### config.mk
export PLATFORM = sky130hd
export DESIGN_NAME = mul_div_unit
export DESIGN_NICKNAME = d
export VERILOG_FILES = /design/src/rtl/mdu_pkg.sv /design/src/rtl/mul_div_unit.sv
export SDC_FILE = /design/constraint.sdc
export NUM_CORES = 1
export LEC_CHECK = 0
export CAP_MARGIN = 20
export CELL_PAD_IN_SITES_DETAIL_PLACEMENT = 1
export CELL_PAD_IN_SITES_GLOBAL_PLACEMENT = 1
export CORE_ASPECT_RATIO = 1.1
export CORE_MARGIN = 2
export CORE_UTILIZATION = 45
export DETAILED_ROUTE_END_ITERATION = 10
export PLACE_DENSITY = 0.87
export REMOVE_ABC_BUFFERS = 1
export SYNTH_ARGS = -nofsm -noshare
export SYNTH_HDL_FRONTEND = slang
export SYNTH_SLANG_ARGS = --single-unit
### constraint.sdc
create_clock -name clk -period 4.7 [get_ports clk]
set_input_delay 0.47 -clock clk [delete_from_list [all_inputs] [get_ports clk]]
set_output_delay 0.47 -clock clk [all_outputs]
set_load 0.02 [all_outputs]
### src/rtl/mdu_pkg.sv
// Shared types for the iterative RV32M multiply/divide unit.
package mdu_pkg;

  localparam int unsigned XLEN_DEFAULT = 32;

  typedef enum logic [2:0] {
    MUL    = 3'b000,
    MULH   = 3'b001,
    MULHSU = 3'b010,
    MULHU  = 3'b011,
    DIV    = 3'b100,
    DIVU   = 3'b101,
    REM    = 3'b110,
    REMU   = 3'b111
  } mdu_op_e;

  typedef enum logic [1:0] {
    IDLE,
    RUN,
    FINISH
  } mdu_state_e;

endpackage

### src/rtl/mul_div_unit.sv
// Iterative RV32M multiply/divide: radix-2 shift-add multiply and restoring divide
// sharing one accumulator; fixed latency for every op.
module mul_div_unit
  import mdu_pkg::*;
#(
  parameter int unsigned XLEN = XLEN_DEFAULT
) (
  input  logic            clk,
  input  logic            rst,
  input  logic            start,
  input  logic [2:0]      funct3,
  input  logic [XLEN-1:0] rs1Data,
  input  logic [XLEN-1:0] rs2Data,
  output logic            busy,
  output logic            done,
  output logic [XLEN-1:0] result
);

  localparam int unsigned AccW = 2 * XLEN + 1;
  localparam int unsigned CntW = $clog2(XLEN);
  localparam logic [CntW-1:0] LastIter = CntW'(XLEN - 1);
  localparam logic [XLEN-1:0] MinInt = {1'b1, {(XLEN - 1){1'b0}}};

  mdu_state_e stateQ, stateD;
  mdu_op_e    opQ, opIn;
  logic [CntW-1:0] cntQ;
  logic [AccW-1:0] accQ, accNext;
  logic [XLEN-1:0] rs1Q, rs2Q, magBQ, resultQ, finalRes;
  logic            negAQ, negBQ, doneQ;

  // Operand preparation at acceptance
  logic            signedA, signedB, negAIn, negBIn;
  logic [XLEN-1:0] magAIn, magBIn;

  assign opIn    = mdu_op_e'(funct3);
  assign signedA = (opIn == MULH) || (opIn == MULHSU) || (opIn == DIV) || (opIn == REM);
  assign signedB = (opIn == MULH) || (opIn == DIV) || (opIn == REM);
  assign negAIn  = signedA && rs1Data[XLEN-1];
  assign negBIn  = signedB && rs2Data[XLEN-1];
  assign magAIn  = negAIn ? -rs1Data : rs1Data;
  assign magBIn  = negBIn ? -rs2Data : rs2Data;

  // One iteration of either datapath
  logic [XLEN:0]   mulSum, mulAdd, divTrial;
  logic [AccW-1:0] divShift;

  always_comb begin
    mulSum   = accQ[2*XLEN:XLEN] + {1'b0, magBQ};
    mulAdd   = accQ[0] ? mulSum : accQ[2*XLEN:XLEN];
    divShift = {accQ[2*XLEN-1:0], 1'b0};
    divTrial = divShift[2*XLEN:XLEN] - {1'b0, magBQ};
    if (opQ[2]) begin
      // Restore (keep shifted value) when the trial subtraction goes negative
      accNext = divTrial[XLEN] ? divShift : {divTrial, divShift[XLEN-1:1], 1'b1};
    end else begin
      accNext = {1'b0, mulAdd, accQ[XLEN-1:1]};
    end
  end

  // State register
  always_ff @(posedge clk) begin
    if (rst) begin
      stateQ <= IDLE;
    end else begin
      stateQ <= stateD;
    end
  end

  // Next-state logic
  always_comb begin
    stateD = stateQ;
    unique case (stateQ)
      IDLE:    if (start) stateD = RUN;
      RUN:     if (cntQ == LastIter) stateD = FINISH;
      FINISH:  stateD = IDLE;
      default: stateD = IDLE;
    endcase
  end

  // Outputs and final result selection
  logic [2*XLEN-1:0] prod, prodFix;
  logic [XLEN-1:0]   quo, quoFix, rem, remFix;
  logic              divByZero, overflow;

  always_comb begin
    busy      = (stateQ != IDLE);
    prod      = accQ[2*XLEN-1:0];
    prodFix   = (negAQ ^ negBQ) ? -prod : prod;
    quo       = accQ[XLEN-1:0];
    quoFix    = (negAQ ^ negBQ) ? -quo : quo;
    rem       = accQ[2*XLEN-1:XLEN];
    remFix    = negAQ ? -rem : rem;
    divByZero = (rs2Q == '0);
    overflow  = (rs1Q == MinInt) && (rs2Q == '1);
    finalRes  = '0;
    unique case (opQ)
      MUL:                 finalRes = prodFix[XLEN-1:0];
      MULH, MULHSU, MULHU: finalRes = prodFix[2*XLEN-1:XLEN];
      DIV, DIVU: begin
        if (divByZero)                      finalRes = '1;
        else if ((opQ == DIV) && overflow)  finalRes = rs1Q;
        else                                finalRes = quoFix;
      end
      REM, REMU: begin
        if (divByZero)                      finalRes = rs1Q;
        else if ((opQ == REM) && overflow)  finalRes = '0;
        else                                finalRes = remFix;
      end
      default: finalRes = '0;
    endcase
  end

  // Datapath registers
  always_ff @(posedge clk) begin
    if (rst) begin
      opQ     <= MUL;
      cntQ    <= '0;
      accQ    <= '0;
      rs1Q    <= '0;
      rs2Q    <= '0;
      magBQ   <= '0;
      negAQ   <= 1'b0;
      negBQ   <= 1'b0;
      resultQ <= '0;
      doneQ   <= 1'b0;
    end else begin
      doneQ <= 1'b0;
      unique case (stateQ)
        IDLE: begin
          if (start) begin
            opQ   <= opIn;
            cntQ  <= '0;
            accQ  <= {{(XLEN + 1){1'b0}}, magAIn};
            rs1Q  <= rs1Data;
            rs2Q  <= rs2Data;
            magBQ <= magBIn;
            negAQ <= negAIn;
            negBQ <= negBIn;
          end
        end
        RUN: begin
          accQ <= accNext;
          cntQ <= cntQ + 1'b1;
        end
        FINISH: begin
          resultQ <= finalRes;
          doneQ   <= 1'b1;
        end
        default: ;
      endcase
    end
  end

  assign done   = doneQ;
  assign result = resultQ;

endmodule

Word-level counts from Yosys, hierarchy flattened. Cells that the tools add are included.

Register bits after elaboration: 206. Input bits: 70. Output and inout port bits: 34. Word-level logic and storage cells: 80.

Add/sub/neg operators: 8. Reductions and logical operators: 21. Bitwise logic cells: 1. Mux-type cells: 21. Equality and inequality tests: 18.

Operators with widths (number): two-way mux 32 bit (8); two-way mux 65 bit (3); case mux 65 bit (2 select lines) (1); negation 32 bit (4); case mux 32 bit (4 select lines) (1); equality test 32 bit (second input constant) (2); two-way mux 64 bit (1); negation 64 bit (1); adder 33 x 32 -> 33 bit (1); two-way mux 33 bit (1); subtractor 33 x 32 -> 33 bit (1); logical NOT 32 bit (1); equality test 3 bit (second input constant) (6); case mux 5 bit (2 select lines) (1); equality test 3 x 2 -> 1 bit (second input constant) (3); equality test 3 x 1 -> 1 bit (second input constant) (2); AND reduction 2 bit (3); adder 5 x 1 -> 5 bit (second input constant) (1); equality test 5 bit (second input constant) (1); logical AND 1 bit (5); logical OR 1 bit (5); two-way mux 5 bit (1); two-way mux 2 bit (2); != test 2 bit (second input constant) (2); 10 further kinds (12).

Depth between registers and ports, before layout. Gate-level depths: netlist of the first run.

Depth in word-level cells: 8. Gate-level depth with buffers: 20.

Worst setup path before layout of the first run. OpenSTA, ideal clock, no wires.

Path kind: reg2reg. Start: reg accQ[31]. End: reg accQ[63]. Setup time: 0.095 ns. Slack: 0.834 ns. Arrival time: 3.771 ns. Clock period less this slack: 3.866 ns. Stages on the path, launching flop included: 19. Path through: dfxtp_1 > clkbuf_1 > inv_1 > ha_1 > fa_1 > nor2b_1 > o31a_1 > a21oi_1 > o21ai_1 > a21oi_1 > o211ai_1 > a31oi_1 > o21ai_1 > ha_1 > clkbuf_1 > clkbuf_1 > clkbuf_1 > nand4b_1 > a221oi_1.

Cells in the longest elaborated chain, start to end: 4.

RTL lines: start, declared (RTL line mul_div_unit.sv:27) `logic [AccW-1:0] accQ, accNext;`; start signal, assigned (RTL line mul_div_unit.sv:133) `accQ <= {{(XLEN + 1){1'b0}}, magAIn};`; start signal, assigned (RTL line mul_div_unit.sv:142) `accQ <= accNext;`; subtractor 33 x 32 -> 33 bit (RTL line mul_div_unit.sv:51) `divTrial = divShift[2*XLEN:XLEN] - {1'b0, magBQ};`; two-way mux 65 bit (RTL line mul_div_unit.sv:54) `accNext = divTrial[XLEN] ? divShift : {divTrial, divShift[XLEN-1:1], 1'b1};`; two-way mux 65 bit (RTL line mul_div_unit.sv:52) `if (opQ[2]) begin`; case mux 65 bit (2 select lines) (RTL line mul_div_unit.sv:128) `unique case (stateQ)`.

Every way passes these cells. A chain may end at the register's enable or synchronous reset.

Worst setup path in the final report of the first run.
Start: reg accQ[31]. End: reg accQ[36].

The elaborated chain is that of the path after synthesis.

==> results of run 1 <==
cells in the final DEF (no fill, tap or decap), drive strengths merged, types with 11 or more instances in the layout:
master / netlist / layout
a211oi: 111 / 111
a21o: 22 / 22
a21oi: 238 / 238
a221oi: 13 / 13
a22o: 11 / 11
a31oi: 22 / 22
and2: 11 / 11
buf: 14 / 66
clkbuf: 155 / 35
clkdlybuf4s50: 0 / 102
dfxtp: 205 / 205
ha: 71 / 71
inv: 70 / 70
mux2i: 47 / 47
nand2: 305 / 305
nand2b: 20 / 20
nand3: 29 / 29
nand4: 20 / 20
nor2: 223 / 223
nor2b: 26 / 26
nor3: 56 / 56
nor4: 35 / 35
o211ai: 19 / 19
o21a: 12 / 12
o21ai: 153 / 153
o221ai: 11 / 11
o31ai: 25 / 25
o41ai: 11 / 11
or3: 16 / 16
or4: 12 / 12
xnor2: 102 / 102
xor2: 88 / 88
cell type report:
type | count | share of cell area (%)
Antenna cell | 1 | 0.0133
Multi-Input combinational cell | 1830 | 60.7
Inverter | 72 | 1.44
Clock buffer | 35 | 3.80
Sequential cell | 205 | 21.8
Clock inverter | 9 | 0.818
Timing Repair Buffer | 168 | 8.13
Tap cell | 487 | 3.24
registers in the layout, indices dropped and copies added (netlist names):
register / flops
stateQ: 2
rs2Q: 32
result: 32
opQ: 3
negAQ: 1
cntQ: 5
accQ: 65
done: 1
negBQ: 1
magBQ: 31
rs1Q: 32
per-layer routing:
metal	global-route usage (%)	wire, microns
met3	5.65	4900
met4	24.0	5150
met2	59.9	32100
met5	0	0
met1	41.4	26900
metrics by stage:
step	hold slack (ps)	setup WS [ps]	cells	instance area (sq um)
2_1_floorplan	434	-280	2107	15800
3_3_place_gp	442	721	2761	17900
3_5_place_dp	454	505	2761	17900
4_1_cts	382	461	2805	18800
5_1_grt	401	118	2806	18800
6_report	399	383	2807	18800
synthesized netlist by cell type, types with 7 or more instances:
master	number
nand2_1	305
a21oi_1	238
nor2_1	223
dfxtp_1	205
clkbuf_1	155
a211oi_1	111
o21ai_0	103
xnor2_1	102
xor2_1	88
ha_1	71
inv_1	69
nor3_1	55
o21ai_1	50
mux2i_1	47
nor4_1	31
nand3_1	29
nor2b_1	26
o31ai_1	25
a21o_1	22
a31oi_1	22
nand4_1	20
nand2b_1	19
o211ai_1	19
or3_1	16
buf_1	14
a221oi_1	13
a22o_1	11
and2_1	11
o21a_1	11
o221ai_1	11
or4_1	11
a2111oi_0	10
o22ai_1	10
a311oi_1	9
o41ai_1	9
a22oi_1	8
o21bai_1	8
and3_1	7
power by group:
group / switching (mW) / internal, mW / leakage [nW]
registers: 0.175 / 1.84 / 1.68
logic: 1.12 / 0.638 / 4.94
clock network: 0.833 / 1.28 / 0.417
cell families (layout without fill, tap and decap cells):
kind of cell    count (synthesis)  in the layout  synth area share (%)
fa+ha+maj                      73             73                  5.66
mux                            51             51                  3.15
xor+xnor                      190            190                  10.2
compound gates                738            738                  28.8
flops                         205            205                  25.0
simple gates                  778            778                  21.7
other cells                     0              1                     0
buf+inv                       241            284                  5.52
worst max-delay path by stage:
| stage | slack [ps] | endpoint | startpoint |
|---|---|---|---|
| after CTS | 460 | accQ[34] | accQ[31] |
| after floorplan | -280 | result[28] | opQ[2] |
| after global placement | 720 | accQ[30] | rs1Data[1] |
| after detailed placement | 500 | accQ[34] | accQ[31] |
| final | 380 | accQ[36] | accQ[31] |
| after global routing | 120 | accQ[36] | accQ[31] |
==> impl_metrics.yaml, run 1 <==
routing:
  wl_microns: 69000
  viasPerCell: 6.54
  vias: 18347
  wl_per_cell_microns: 24.6
  drtPass1Iterations: 5
  post-route-drc-count: 0
  drtIter0Drc: 1321
  antenna_left: 0
min_path:
  hold_path_class: "in -> reg"
  worstHoldStart: "rst"
  hold_path_depth: 2
  hold_end: "accQ[29]"
sta:
  setup_tns_ps: 0
  rsz0062_at_grt: "false"
  setup_viol: 0
  period_needed_ps: 4320
  fin_crit_sh_pct: 91.9
  skew_ps: 21.9
  tightestPinTransition_ps: 1140
  slew_headroom_pct: 23.2
  hold_violations: 0
  max_freq_mhz: 232
  maxSlewViolCount: 0
place:
  dp_hpwl_microns: 51800
  port_buffers: 103
  place_congestion: 0.953
clock_network:
  cts_setup_buffers: 0
  cts_tree: "built"
  clk_pin_slew_worst_paths_ps: 60
  cts_inserted_buffers: 26
  cts_resized: 0
  root_buffer: "clkbuf_16"
  hold_buffers: 0
  htree_levels: 1
  cts_max_path_buffers: 3
  clock_latency_ps: 570
  cts.sinks: 205
global_routing:
  grt_pass1_wl_microns: 106000
  grtUsageTotal_pct: 35.6
  overflow: 0
  grt_antenna_before_repair: 0
  grt_pass1_vias: 18823
  grt_start_max_net_pins: 100
layout:
  nNetsFinal: 2446
  regArea_sq_um: 4110
  fin_util_pct: 52.3
  syn_to_final_growth_pct: 14.8
  n_fill_cell: 4596
  drive_above_1_share_pct: 5.91
  multi_input_area_sq_um: 11400
power:
  finalPower_mw: 5.88
  cellPowerDensity_nw_per_um2: 313
  power_leakage_nw: 7.03
  ir_worst_vdd_mv: 0.291
status:
  status: "finished, final reports clean"
yosys:
  synth_edf_count: 0
  syn-cell-area_sq_um: 16400
  synth_top_area_share_pct: 25.0
  async_flop_share_pct: 0
  yosysUniqueCellTypes: 79
  netlist_top_cells_area: "dfxtp_1, a21oi_1, nand2_1"
  yosysSeqAreaShare_pct: 25.0
  avgSynthCellArea_sq_um: 7.20
  ys.flop_type: "dfxtp_1"
  yosys_warnings: 0
  synth_cells: 2276
  synth.largest_area_cell: "dfxtp_1"
  synth.ff_latch_count: 205
critical_path:
  worstPathCellList: "inv_1, ha_1, fa_1, nor2b_1, o31a_1, a21oi_1, o21ai_1, a21oi_1, o211ai_1, a31oi_1, o21ai_1, ha_1, buf_4, o21ai_0, o21ai_0, a211oi_1, a31oi_1, nor2_1"
  r2r_slack_ps: 380
  cpPeakStageDelay_ps: 420
  cp_slowest_cell: "ha_1"
  crit_fanout: 28
  start_kind: "flip-flop"
  r2r-end: "accQ[36]"
  crit_path_end_kind: "flip-flop"
  required_ps: 5100
  path_buf_inv: 2
  crit_family: "compound AO/OA/AOI/OAI gates"
  cp.arrival_ps: 4720
  rr_startpoint: "accQ[31]"
  r2r_cells: 18
  crit_type: "reg -> reg"
  cp_num_cells: 18
floorplanning:
  dieWidth_microns: 186
  die_area_sq_um: 38000
  coreArea_sq_um: 36000
  io_pins: 104
  floorplan.rows: 73
  start_util_pct: 45.5
  fp.dieH_microns: 204
flow_run:
  maxCapViolCount: 0
Power figures use the tool's default switching activity.
==> run 2, diff against run 1 <==
Settings changed: MAX_ROUTING_LAYER from default to met4, SKIP_CTS_REPAIR_TIMING from default to 1.
==> impl_metrics.yaml, run 2 (synthesized netlist as in run 1, its figures left out) <==
critical_path:
  crit_path_end_kind: "flip-flop"
  required_ps: 5190
  cp.arrival_ps: 4890
  crit_family: "compound AO/OA/AOI/OAI gates"
  worstPathCellList: "inv_1, ha_1, fa_1, nor2b_1, o31a_1, a21oi_1, o21ai_1, a21oi_1, o211ai_1, a31oi_1, o21ai_1, ha_1, nand2_1, o21ai_0, nand2_1, a31oi_1"
  path_buf_inv: 1
  cpPeakStageDelay_ps: 600
  crit_type: "reg -> reg"
  r2r_cells: 16
  crit_fanout: 13
  cp_slowest_cell: "ha_1"
  cp_num_cells: 16
  start_kind: "flip-flop"
floorplanning:
  io_pins: 104
  start_util_pct: 45.5
  coreArea_sq_um: 36000
  floorplan.rows: 73
  fp.dieH_microns: 204
  die_area_sq_um: 38000
  dieWidth_microns: 186
clock_network:
  clock_latency_ps: 570
  cts_inserted_buffers: 25
  root_buffer: "clkbuf_16"
  htree_levels: 1
  cts_tree: "built"
  cts.sinks: 205
  cts_max_path_buffers: 3
  clk_pin_slew_worst_paths_ps: 70
global_routing:
  grt_antenna_before_repair: 2
  overflow: 0
  grt_pass1_wl_microns: 105000
  grtUsageTotal_pct: 36.6
  grt_pass1_vias: 18589
  grt_start_max_net_pins: 107
min_path:
  hold_path_class: "in -> reg"
  hold_path_depth: 2
place:
  place_congestion: 1.03
  dp_hpwl_microns: 51000
  place_ws_ps: 457
  port_buffers: 103
  numPlacedInstances: 2757
sta:
  rsz0062_at_grt: "false"
  max_freq_mhz: 227
  setup_tns_ps: 0
  maxSlewViolCount: 0
  timing.hold.ws_ps: 411
  fin_crit_sh_pct: 93.7
  setup_viol: 0
  period_needed_ps: 4410
  hold_violations: 0
  setup_slack_ps: 295
  tightestPinTransition_ps: 1180
  skew_ps: 27.4
  slew_headroom_pct: 21.2
routing:
  viasPerCell: 6.52
  drtPass1Iterations: 7
  wl_per_cell_microns: 24.5
  vias: 18268
  post-route-drc-count: 0
  antenna_left: 0
  drtIter0Drc: 1307
  wl_microns: 68500
layout:
  top_register: "accQ"
  layout_commonest_cell: "nand2_1"
  syn_to_final_growth_pct: 14.2
  nNetsFinal: 2440
  fin_util_pct: 52.0
  final_cell_mix: "nand2_1, a21oi_1, nor2_1, dfxtp_1, a211oi_1"
  instances_no_fill: 2801
  largest_register_ffs: 65
  drive_above_1_share_pct: 5.75
power:
  cellPowerDensity_nw_per_um2: 306
  ir_worst_vdd_mv: 0.244
  power_leakage_nw: 6.99
flow_run:
  maxCapViolCount: 0
status:
  status: "finished, final reports clean"
## run 2: power breakdown
part | internal [mW] | switching (mW) | leakage (nW)
Combinational | 0.637 | 1.13 | 4.92
Sequential | 1.84 | 0.171 | 1.68
Clock | 1.12 | 0.833 | 0.390
Total | 3.59 | 2.13 | 6.99
## run 2: stage by stage
step	instance area, sq um	total power, mW
after floorplan	15800	3.09
after global placement	17900	3.67
after detailed placement	17900	3.74
after CTS	18700	5.67
after global routing	18700	5.95
final	18700	5.73
## run 2: worst register-to-register path, delay by kind of cell, from the launching register on
family,cells,cell delay [ps]
compound gates,9,2230
fa+ha+maj,3,1010
buf+inv,1,130
flops,1,390
simple gates,3,570
## run 2: final timing paths
kind | slack (ps) | to | start
setup / recovery | 290 | accQ[0] | accQ[31]
hold / removal | 410 | negAQ | rst
setup reg to reg | 290 | accQ[0] | accQ[31]
hold reg to reg | 460 | result[1] | result[1]
## run 2: cell type report
class                   count  area (sq um)
inverters                  72           270
multi-input cells        1830         11400
fillers                  4598         17300
flip-flops and latches    205          4110
diodes                      2          5.00
clock inverters             7          66.3
well taps                 487           609
repair buffers            163          1510
clock buffers              35           723
## run 2: metal layers
layer | vias to the layer above | track usage, % | part of all wire [%]
li1 | 8249 | - | -
met1 | 8842 | 41.5 | 39
met2 | 862 | 58.9 | 46
met3 | 315 | 6.06 | 7.6
met4 | 0 | 24.9 | 7.7
met5 | - | - | 0
